$ cat config.mk
export PLATFORM = sky130hd
export DESIGN_NAME = layer_norm_stats_flat
export DESIGN_NICKNAME = d
export VERILOG_FILES = /design/src/rtl/layer_norm_stats_if.sv /design/src/rtl/layer_norm_stats.sv /design/src/flat_wrapper.sv
export SDC_FILE = /design/constraint.sdc
export NUM_CORES = 2
export LEC_CHECK = 0
export ABC_AREA = 1
export ABC_CLOCK_PERIOD_IN_PS = 17250
export CORE_MARGIN = 2
export CORE_UTILIZATION = 50
export CTS_CLUSTER_DIAMETER = 50
export DETAILED_ROUTE_END_ITERATION = 8
export MAX_ROUTING_LAYER = met4
export PLACE_DENSITY = 0.78
export RECOVER_POWER = 25
export SLEW_MARGIN = 25
export SYNTH_ARGS = -nofsm -noshare
export SYNTH_HDL_FRONTEND = slang
export SYNTH_SLANG_ARGS = --single-unit
$ cat constraint.sdc
create_clock -name clk -period 17.25 [get_ports clk]
set_input_delay 3.45 -clock clk [delete_from_list [all_inputs] [get_ports clk]]
set_output_delay 3.45 -clock clk [all_outputs]
set_load 0.03 [all_outputs]
$ cat src/rtl/layer_norm_stats_if.sv
// Configuration, input-lane and result bundle for layer_norm_stats.
// The driver (testbench or upstream block) uses master; the statistics block uses slave.
interface layer_norm_stats_if #(
  parameter int BUS_NUM        = 8,
  parameter int DATA_WIDTH     = 8,
  parameter int DATA_NUM_WIDTH = 10
);
  localparam int SUM_W = DATA_WIDTH + DATA_NUM_WIDTH;
  localparam int SQ_W  = 2*DATA_WIDTH + DATA_NUM_WIDTH;
  localparam int VAR_W = 2*SQ_W;

  logic [DATA_NUM_WIDTH-1:0]       in_data_num;
  logic                            in_data_num_vld;
  logic                            in_mode;
  logic                            in_mode_vld;
  logic [BUS_NUM*DATA_WIDTH-1:0]   in_fixed_data;
  logic [BUS_NUM-1:0]              in_fixed_data_vld;
  logic                            in_ready;
  logic signed [SUM_W-1:0]         out_sum;
  logic [SQ_W-1:0]                 out_sumsq;
  logic [VAR_W-1:0]                out_var_num;
  logic                            out_vld;
  logic                            out_err;

  modport master (
    output in_data_num, in_data_num_vld, in_mode, in_mode_vld,
           in_fixed_data, in_fixed_data_vld,
    input  in_ready, out_sum, out_sumsq, out_var_num, out_vld, out_err
  );

  modport slave (
    input  in_data_num, in_data_num_vld, in_mode, in_mode_vld,
           in_fixed_data, in_fixed_data_vld,
    output in_ready, out_sum, out_sumsq, out_var_num, out_vld, out_err
  );
endinterface

$ cat src/rtl/layer_norm_stats.sv
// Row statistics for LayerNorm/RMSNorm: accumulates sum and sum of squares over a row of
// data_num signed elements and reports N*sumsq - sum^2 (or N*sumsq in RMS mode).
module layer_norm_stats #(
  parameter int BUS_NUM        = 8,
  parameter int DATA_WIDTH     = 8,
  parameter int DATA_NUM_WIDTH = 10
) (
  input  logic              clk,
  input  logic              rst_n,
  layer_norm_stats_if.slave bus
);
  localparam int SUM_W = DATA_WIDTH + DATA_NUM_WIDTH;
  localparam int SQ_W  = 2*DATA_WIDTH + DATA_NUM_WIDTH;
  localparam int VAR_W = 2*SQ_W;
  localparam int CNT_W = DATA_NUM_WIDTH + 1;

  typedef enum logic [1:0] {
    S_IDLE  = 2'd0,
    S_ACC   = 2'd1,
    S_FINAL = 2'd2,
    S_OUT   = 2'd3
  } state_t;

  state_t                      state_r;
  state_t                      state_s;
  logic [DATA_NUM_WIDTH-1:0]   data_num_r;
  logic                        mode_r;
  logic [DATA_NUM_WIDTH-1:0]   row_num_r;
  logic                        row_mode_r;
  logic [DATA_NUM_WIDTH-1:0]   count_r;
  logic signed [SUM_W-1:0]     sum_r;
  logic [SQ_W-1:0]             sumsq_r;
  logic                        in_ready_r;
  logic                        out_vld_r;
  logic                        out_err_r;
  logic signed [SUM_W-1:0]     out_sum_r;
  logic [SQ_W-1:0]             out_sumsq_r;
  logic [VAR_W-1:0]            out_var_r;

  logic [DATA_NUM_WIDTH-1:0]   limit_s;
  logic [DATA_NUM_WIDTH-1:0]   base_s;
  logic [CNT_W-1:0]            remain_s;
  logic [CNT_W-1:0]            taken_s;
  logic [CNT_W-1:0]            total_s;
  logic signed [SUM_W-1:0]     beat_sum_s;
  logic [SQ_W-1:0]             beat_sq_s;
  logic                        drop_s;
  logic                        accept_s;
  logic                        row_done_s;
  logic [SUM_W-1:0]            sum_mag_s;
  logic [VAR_W-1:0]            n_sq_s;
  logic [VAR_W-1:0]            sum2_s;
  logic [VAR_W-1:0]            var_s;

  // Lane selection: take the lowest-indexed valid lanes up to the elements still owed to the row.
  // In IDLE the row has not started yet, so the freshly latched data_num is the limit.
  always_comb begin
    logic signed [DATA_WIDTH-1:0]   lane_v;
    logic signed [2*DATA_WIDTH-1:0] lane_x;
    logic signed [2*DATA_WIDTH-1:0] sq_v;
    limit_s    = (state_r == S_IDLE) ? data_num_r : row_num_r;
    base_s     = (state_r == S_IDLE) ? {DATA_NUM_WIDTH{1'b0}} : count_r;
    remain_s   = {1'b0, limit_s} - {1'b0, base_s};
    taken_s    = {CNT_W{1'b0}};
    beat_sum_s = {SUM_W{1'b0}};
    beat_sq_s  = {SQ_W{1'b0}};
    drop_s     = 1'b0;
    lane_v     = {DATA_WIDTH{1'b0}};
    lane_x     = {2*DATA_WIDTH{1'b0}};
    sq_v       = {2*DATA_WIDTH{1'b0}};
    for (int i = 0; i < BUS_NUM; i++) begin
      lane_v = bus.in_fixed_data[i*DATA_WIDTH +: DATA_WIDTH];
      lane_x = {{DATA_WIDTH{lane_v[DATA_WIDTH-1]}}, lane_v};
      sq_v   = lane_x * lane_x;
      if (bus.in_fixed_data_vld[i] && (taken_s < remain_s)) begin
        taken_s    = taken_s + {{(CNT_W-1){1'b0}}, 1'b1};
        beat_sum_s = beat_sum_s + {{(SUM_W-DATA_WIDTH){lane_v[DATA_WIDTH-1]}}, lane_v};
        beat_sq_s  = beat_sq_s + {{(SQ_W-2*DATA_WIDTH){1'b0}}, sq_v};
      end else if (bus.in_fixed_data_vld[i]) begin
        drop_s = 1'b1;
      end else begin
        drop_s = drop_s;
      end
    end
    accept_s   = in_ready_r && (|bus.in_fixed_data_vld) && (limit_s != {DATA_NUM_WIDTH{1'b0}});
    total_s    = {1'b0, base_s} + taken_s;
    row_done_s = (total_s == {1'b0, limit_s});
  end

  // Final statistic; |sum|^2 <= N*sumsq (Cauchy-Schwarz) so the subtraction never wraps.
  always_comb begin
    sum_mag_s = sum_r[SUM_W-1] ? $unsigned(-sum_r) : $unsigned(sum_r);
    n_sq_s    = VAR_W'(row_num_r) * VAR_W'(sumsq_r);
    sum2_s    = VAR_W'(sum_mag_s) * VAR_W'(sum_mag_s);
    if (row_mode_r) begin
      var_s = n_sq_s;
    end else begin
      var_s = n_sq_s - sum2_s;
    end
  end

  // Next-state logic.
  always_comb begin
    state_s = state_r;
    case (state_r)
      S_IDLE: begin
        if (accept_s) begin
          state_s = row_done_s ? S_FINAL : S_ACC;
        end else begin
          state_s = S_IDLE;
        end
      end
      S_ACC: begin
        if (accept_s && row_done_s) begin
          state_s = S_FINAL;
        end else begin
          state_s = S_ACC;
        end
      end
      S_FINAL: state_s = S_OUT;
      S_OUT:   state_s = S_IDLE;
      default: state_s = S_IDLE;
    endcase
  end

  // State register.
  always_ff @(posedge clk or negedge rst_n) begin
    if (!rst_n) begin
      state_r <= S_IDLE;
    end else begin
      state_r <= state_s;
    end
  end

  // Configuration latches; written in any state, snapshotted per row on its first beat.
  always_ff @(posedge clk or negedge rst_n) begin
    if (!rst_n) begin
      data_num_r <= {DATA_NUM_WIDTH{1'b0}};
      mode_r     <= 1'b0;
    end else begin
      if (bus.in_data_num_vld) begin
        data_num_r <= bus.in_data_num;
      end
      if (bus.in_mode_vld) begin
        mode_r <= bus.in_mode;
      end
    end
  end

  // Row accumulators; the first beat of a row restarts them.
  always_ff @(posedge clk or negedge rst_n) begin
    if (!rst_n) begin
      row_num_r  <= {DATA_NUM_WIDTH{1'b0}};
      row_mode_r <= 1'b0;
      count_r    <= {DATA_NUM_WIDTH{1'b0}};
      sum_r      <= {SUM_W{1'b0}};
      sumsq_r    <= {SQ_W{1'b0}};
    end else if (accept_s) begin
      count_r <= total_s[DATA_NUM_WIDTH-1:0];
      if (state_r == S_IDLE) begin
        row_num_r  <= data_num_r;
        row_mode_r <= mode_r;
        sum_r      <= beat_sum_s;
        sumsq_r    <= beat_sq_s;
      end else begin
        sum_r   <= sum_r + beat_sum_s;
        sumsq_r <= sumsq_r + beat_sq_s;
      end
    end
  end

  // Registered handshake, strobes and held results.
  always_ff @(posedge clk or negedge rst_n) begin
    if (!rst_n) begin
      in_ready_r  <= 1'b0;
      out_vld_r   <= 1'b0;
      out_err_r   <= 1'b0;
      out_sum_r   <= {SUM_W{1'b0}};
      out_sumsq_r <= {SQ_W{1'b0}};
      out_var_r   <= {VAR_W{1'b0}};
    end else begin
      in_ready_r <= (state_s == S_IDLE) || (state_s == S_ACC);
      out_vld_r  <= (state_r == S_FINAL);
      out_err_r  <= accept_s && drop_s;
      if (state_r == S_FINAL) begin
        out_sum_r   <= row_mode_r ? {SUM_W{1'b0}} : sum_r;
        out_sumsq_r <= sumsq_r;
        out_var_r   <= var_s;
      end
    end
  end

  assign bus.in_ready    = in_ready_r;
  assign bus.out_vld     = out_vld_r;
  assign bus.out_err     = out_err_r;
  assign bus.out_sum     = out_sum_r;
  assign bus.out_sumsq   = out_sumsq_r;
  assign bus.out_var_num = out_var_r;
endmodule

$ cat src/flat_wrapper.sv
// flat-port wrapper written by rule: the top's interface ports become plain ports
module layer_norm_stats_flat 
#(
  parameter int BUS_NUM        = 8,
  parameter int DATA_WIDTH     = 8,
  parameter int DATA_NUM_WIDTH = 10
)
  (clk, rst_n, bus_in_data_num, bus_in_data_num_vld, bus_in_mode, bus_in_mode_vld, bus_in_fixed_data, bus_in_fixed_data_vld, bus_in_ready, bus_out_sum, bus_out_sumsq, bus_out_var_num, bus_out_vld, bus_out_err);
  layer_norm_stats_if #(.BUS_NUM(BUS_NUM), .DATA_WIDTH(DATA_WIDTH), .DATA_NUM_WIDTH(DATA_NUM_WIDTH)) bus_i ();
  input  logic clk;
  input  logic rst_n;
  input wire logic [$bits(bus_i.in_data_num)-1:0] bus_in_data_num;
  input wire logic [$bits(bus_i.in_data_num_vld)-1:0] bus_in_data_num_vld;
  input wire logic [$bits(bus_i.in_mode)-1:0] bus_in_mode;
  input wire logic [$bits(bus_i.in_mode_vld)-1:0] bus_in_mode_vld;
  input wire logic [$bits(bus_i.in_fixed_data)-1:0] bus_in_fixed_data;
  input wire logic [$bits(bus_i.in_fixed_data_vld)-1:0] bus_in_fixed_data_vld;
  output wire logic [$bits(bus_i.in_ready)-1:0] bus_in_ready;
  output wire logic [$bits(bus_i.out_sum)-1:0] bus_out_sum;
  output wire logic [$bits(bus_i.out_sumsq)-1:0] bus_out_sumsq;
  output wire logic [$bits(bus_i.out_var_num)-1:0] bus_out_var_num;
  output wire logic [$bits(bus_i.out_vld)-1:0] bus_out_vld;
  output wire logic [$bits(bus_i.out_err)-1:0] bus_out_err;
  assign bus_i.in_data_num = bus_in_data_num;
  assign bus_i.in_data_num_vld = bus_in_data_num_vld;
  assign bus_i.in_mode = bus_in_mode;
  assign bus_i.in_mode_vld = bus_in_mode_vld;
  assign bus_i.in_fixed_data = bus_in_fixed_data;
  assign bus_i.in_fixed_data_vld = bus_in_fixed_data_vld;
  assign bus_in_ready = bus_i.in_ready;
  assign bus_out_sum = bus_i.out_sum;
  assign bus_out_sumsq = bus_i.out_sumsq;
  assign bus_out_var_num = bus_i.out_var_num;
  assign bus_out_vld = bus_i.out_vld;
  assign bus_out_err = bus_i.out_err;
  layer_norm_stats #(.BUS_NUM(BUS_NUM), .DATA_WIDTH(DATA_WIDTH), .DATA_NUM_WIDTH(DATA_NUM_WIDTH)) u_core (.clk(clk), .rst_n(rst_n), .bus(bus_i));
endmodule
### Word level (Yosys, flattened, before mapping)

Cells that the tools add are included.

| operators by class | value |
|---|---|
| multipliers | 10 |
| muxes and demuxes | 51 |
| add/sub/neg operators | 27 |
| magnitude comparators | 8 |
| equality and inequality tests | 5 |
| reduce and logical (&&, ||, !) cells | 18 |

Operators by type and width:

| kind | count |
|---|---|
| two-way mux 26 bit | 8 |
| two-way mux 18 bit | 11 |
| adder 26 x 16 -> 26 bit | 6 |
| adder 18 bit | 8 |
| multiplier 8 x 8 -> 16 bit | 8 |
| two-way mux 11 bit | 7 |
| adder 11 x 1 -> 11 bit (second input constant) | 6 |
| less-than comparator 11 bit | 6 |
| two-way mux 52 bit | 1 |
| subtractor 36 x 36 -> 37 bit | 1 |
| multiplier 10 x 26 -> 36 bit | 1 |
| multiplier 18 x 18 -> 36 bit | 1 |
| adder 26 bit | 1 |
| two-way mux 10 bit | 2 |
| negator 18 bit | 1 |
| adder 16 x 16 -> 17 bit | 1 |
| two-way mux 1 bit | 17 |
| two-way mux 16 bit | 1 |
| logical AND 1 bit | 12 |
| adder 10 x 11 -> 11 bit | 1 |
| == test 11 x 10 -> 1 bit | 1 |
| less-than comparator 1 x 11 -> 1 bit | 1 |
| less-than comparator 1 x 11 -> 1 bit (first input constant) | 1 |
| subtractor 10 x 10 -> 11 bit | 1 |
| 10 further kinds | 15 |

| word-level totals | value |
|---|---|
| output and inout port bits | 99 |
| register bits after elaboration | 177 |
| input bits | 87 |
| word-level logic and storage cells | 133 |

### Longest topological paths before layout

| logic depth | value |
|---|---|
| depth after elaboration | 34 |
| depth in mapped cells | 122 |

### Worst setup path before layout

Ideal clock, no wire load.

| timing | value |
|---|---|
| path type | input to register |
| start | in bus_in_fixed_data[7] |
| end | reg u_core.sumsq_r[25] |
| cell stages on the path | 92 |
| slack | 1.543 ns |
| data arrival time | 15.621 ns |
| buffers on the path | 1 |
| cells stage by stage | clkbuf_1 -> nand2_1 -> xor2_1 -> ha_1 -> inv_1 -> fa_1 -> inv_1 -> fa_1 -> inv_1 -> fa_1 -> inv_1 -> ha_1 -> inv_1 -> nor2_1 -> nor2_1 -> nand2_1 -> inv_1 -> ha_1 -> [56 not listed] -> nand2_1 -> inv_1 -> ha_1 -> a21oi_1 -> o21ai_0 -> a21oi_1 -> o21ai_0 -> nand2_1 -> inv_1 -> o21ai_0 -> nand2_1 -> nand2_1 -> nand2_1 -> a21oi_1 -> nor2_1 -> nand2_1 -> nor3_1 -> nor3_1 |

| between the ends | value |
|---|---|
| word-level cells in the longest chain between the ends | 18 |

RTL lines:

| item | RTL line | RTL |
|---|---|---|
| from (decl) | flat_wrapper.sv:16 | `input wire logic [$bits(bus_i.in_fixed_data)-1:0] bus_in_fixed_data;` |
| multiplier 8 x 8 -> 16 bit (*) | layer_norm_stats.sv:74 | `sq_v = lane_x * lane_x;` |
| two-way mux 16 bit (*) | layer_norm_stats.sv:75 | `if (bus.in_fixed_data_vld[i] && (taken_s < remain_s)) begin` |
| adder 16 x 16 -> 17 bit | layer_norm_stats.sv:78 | `beat_sq_s = beat_sq_s + {{(SQ_W-2*DATA_WIDTH){1'b0}}, sq_v};` |
| two-way mux 26 bit (*) | layer_norm_stats.sv:75 |  |
| adder 26 x 16 -> 26 bit | layer_norm_stats.sv:78 |  |
| two-way mux 26 bit (*) | layer_norm_stats.sv:75 |  |
| adder 26 x 16 -> 26 bit | layer_norm_stats.sv:78 |  |
| two-way mux 26 bit (*) | layer_norm_stats.sv:75 |  |
| [2 not listed] | - |  |
| adder 26 x 16 -> 26 bit | layer_norm_stats.sv:78 |  |
| two-way mux 26 bit (*) | layer_norm_stats.sv:75 |  |
| adder 26 x 16 -> 26 bit | layer_norm_stats.sv:78 |  |
| two-way mux 26 bit (*) | layer_norm_stats.sv:75 |  |
| adder 26 x 16 -> 26 bit | layer_norm_stats.sv:78 |  |
| two-way mux 26 bit (*) | layer_norm_stats.sv:75 |  |
| adder 26 bit | layer_norm_stats.sv:167 | `sumsq_r <= sumsq_r + beat_sq_s;` |
| two-way mux 26 bit (*) | layer_norm_stats.sv:160 | `if (state_r == S_IDLE) begin` |
| to (signal assigned) | layer_norm_stats.sv:157 | `sumsq_r <= {SQ_W{1'b0}};` |
| to (signal assigned) | layer_norm_stats.sv:164 | `sumsq_r <= beat_sq_s;` |
| to (signal assigned) | layer_norm_stats.sv:167 |  |
| to (decl) | layer_norm_stats.sv:32 | `logic [SQ_W-1:0] sumsq_r;` |

Every way passes the cells marked *; elsewhere a longest branch is shown, timed or not.
A chain may end at the register's enable or synchronous reset.

### Worst setup path in the final report

| timing | value |
|---|---|
| start | in bus_in_fixed_data[5] |
| end | reg u_core.sumsq_r[25] |

Same word-level chain as after synthesis.

==> summary.md <==
| Metric | Value |
|---|---|
| Routed via count | 48.07k |
| Port Buf Inserts | 185 |
| Cells after Synth | 7573 |
| Slew @ Worst Pin | 3.389 ns |
| Status | finished with violations |
| Total GRT Usage | 0.2680 |
| CTS clock-pin slew for the worst setup and hold paths | 0.07 ns |
| GPL Wtd Cong | 1.012 |
| CP Max Fanout | 5 |
| Global-route wire length before repair | 247300 um |
| CTS tree | yes |
| Die area | 116200 um2 |
| Final setup vio count | 0 |
| Synth top area cells | fa_1 29%, ha_1 15%, inv_1 12%, nand2_1 10%, dfrtp_1 7.1% |
| Placed cell count | 9112 |
| Yosys warning count | 0 |
| Initial Util | 0.5043 |
| Routed len/inst | 16.24 um |
| Sequential element share of the synthesized area | 0.07146 |
| Residual DRC | 0 |
| #FFs+latches synth | 162 |
| H-tree depth | 4 |
| Row count | 123 |
| Layout cells sized above 1 | 0.03738 |
| Initial antenna violation count | 7 |
| Post-route ant nets | 0 |
| DIE WIDTH | 340.8 um |
| Synth async-reset ratio | 1.000 |
| Vias per inst | 5.247 |
| Post-layout nets | 9262 |
| Drt total wl | 148700 um |
| Area grow syn2layout | 7.512% |
| Number of flops mapped to enable cells by yosys | 0 |
| Grt ovf | 0 |
| CTS root buf | clkbuf_16 |
| Period utilisation layout | 0.9394 |
| Top-count cell post-synth | inv_1 |
| Worst EP arrival | 16.54 ns |
| Req. time, crit path | 17.59 ns |
| Mapped Avg Cell Area | 7.491 um2 |
| Layout Cells excl Fill | 9160 |
| Tmin final | 16.21 ns |
| CTS sink cnt | 162 |
| Slew margin rel. | -1.260 |
| Yosys cell types | 59 |
| Fmax | 61.71 MHz |
| Detailed placer's ending HPWL | 126000 um |
| Ports | 186 |
| Slew Viols, Final | 237 |
| Vias in the first global route | 49.60k |
| Synth top cells by count | 1775 x inv_1, 1551 x nand2_1, 835 x fa_1 |
| Clock Skews | 0.01851 ns |
| CP Capture Type | flop |
| DRT iter0 DRCs | 3033 |
| Clock tree buffer depth | 2 |
| Synth area leader | fa_1 |
| Synth Flop Type | dfrtp_1 |
| Hold Fails Final Rpt | 0 |
| Syn Std Cell Area | 56730 um2 |
| Largest net degree at the start of global routing | 71 |
| Core ar. | 112500 um2 |
| Violated checks | capacitance limit, slew limit |
| CP max-delay cell | fa_1 |
| Top cell type's share of synthesized area | 0.2947 |
| Num CTS Buffers | 17 |
| Most used cell, CP | nand2_1 |
| Type of the worst min-delay path | flop to flop |
| Die Y | 340.8 um |
| Worst path max stage delay | 0.51 ns |
| Crit path kind | input pin to flop |
| CP startpoint kind | input pin |
| Pre-Repair DR Iteration Count | 5 |
| Hold Slack | 0.4755 ns |
| Max_cap viols | 4 |
| Skew-Pair Late Insertion Delay | 0.47 ns |
## layout by cell type, fill, tap and decap left out, drive strengths merged, types with 7 or more instances in the layout
cell type	instances
inv	1797
nand2	1567
fa	835
ha	702
a21oi	458
o21ai	409
nor2	323
xor2	231
nand3	208
xnor2	196
clkdlybuf4s50	177
dfrtp	162
buf	92
o21bai	73
or2	68
o211ai	37
nor3	34
nand4	32
a31oi	32
conb	27
a21o	24
clkbuf	23
and2	19
o21a	15
o31ai	12
o22ai	11
a22oi	10
clkinv	10
diode	9
a211oi	8
a32oi	8
mux2	8
nor4	7
nand3b	7
a21boi	7
## state kept, by name, indices dropped and copies added, names as in the netlist
name and count:
u_core.bus.in_ready 1, u_core.bus.out_err 1, u_core.bus.out_sum 18, u_core.bus.out_sumsq 26, u_core.bus.out_var_num 37, u_core.bus.out_vld 1
u_core.count_r 10, u_core.data_num_r 10, u_core.mode_r 1, u_core.row_mode_r 1, u_core.row_num_r 10, u_core.state_r 2
u_core.sum_r 18, u_core.sumsq_r 26
## what timing repair did
item                       4_1_cts  5_1_grt
setup endpoints to repair        0       24
buffers inserted                 0        7
gates resized for setup          0       74
hold buffers                     0        0
## final timing paths
| path | cells past startpoint | startpoint | slack, ns | end |
|---|---|---|---|---|
| setup reg to reg | 103 | u_core.state_r[0]$_DFF_PN0_ | 1.50 | u_core.sum_r[17]$_DFFE_PN0P_ |
| min in group asynchronous | 1 | rst_n | 3.85 | u_core.bus.out_sum[1]$_DFFE_PN0P_ |
| hold / removal | 2 | u_core.bus.out_sumsq[7]$_DFFE_PN0P_ | 0.48 | u_core.bus.out_sumsq[7]$_DFFE_PN0P_ |
| max in group asynchronous | 3 | rst_n | 8.90 | u_core.bus.out_sumsq[11]$_DFFE_PN0P_ |
| setup / recovery | 90 | bus_in_fixed_data[5] | 1.04 | u_core.sumsq_r[25]$_DFFE_PN0P_ |
| hold reg to reg | 2 | u_core.bus.out_sumsq[7]$_DFFE_PN0P_ | 0.48 | u_core.bus.out_sumsq[7]$_DFFE_PN0P_ |
## through the flow
stage	worst slack [ns]	TNS [ns]	util	instance area, um2
detailed placement	-0.05720	-0.05720	0.5345	60130
CTS	0.3150	0	0.5397	60720
finish	1.045	0	0.5421	60990
global placement	0.1533	0	0.5345	60130
floorplan	1.543	0	-	56820
global route	-0.06607	-0.06667	0.5421	60980
## cell type report
cell class	count	area, um2
Antenna cell	9	22.52
Clock inverter	14	153.9
Clock buffer	18	439.2
Tap cell	1500	1877
Sequential cell	162	4054
Inverter	1794	6736
Fill cell	10495	51510
Timing Repair Buffer	280	2574
Multi-Input combinational cell	5383	45130
## critical path: cells and delay by family
family,cells,cell delay (ns)
buffers and inverters,18,1.78
XOR/XNOR,4,0.56
AND/OR/NAND/NOR,35,3.81
adder cells (fa/ha/maj),13,4.39
AO/OA/AOI/OAI,20,2.56
## routing by layer
layer,up-vias,track usage,routed length (um),part of all wire
li1,23225,-,-,-
met1,23237,0.3327,62050,0.42
met2,1351,0.4593,73110,0.49
met3,252,0.02668,8360,0.056
met4,0,0.08599,5197,0.035
met5,-,-,0,0
## cell families after synthesis
logic type                 after synthesis  share of synthesized area
buffers and inverters                 2053                     0.1380
AOI/OAI and AO/OA                     1115                     0.1091
muxes                                    9                   0.001765
and+or+nand+nor                       2268                     0.1638
xor gates and xnor gates               427                    0.06619
other                                    2                  0.0001324
DFF                                    162                    0.07146
adders and majority gates             1537                     0.4495
Power is not shown: default switching activity piles up to over one toggle a cycle in this logic, so the estimate is an artifact.
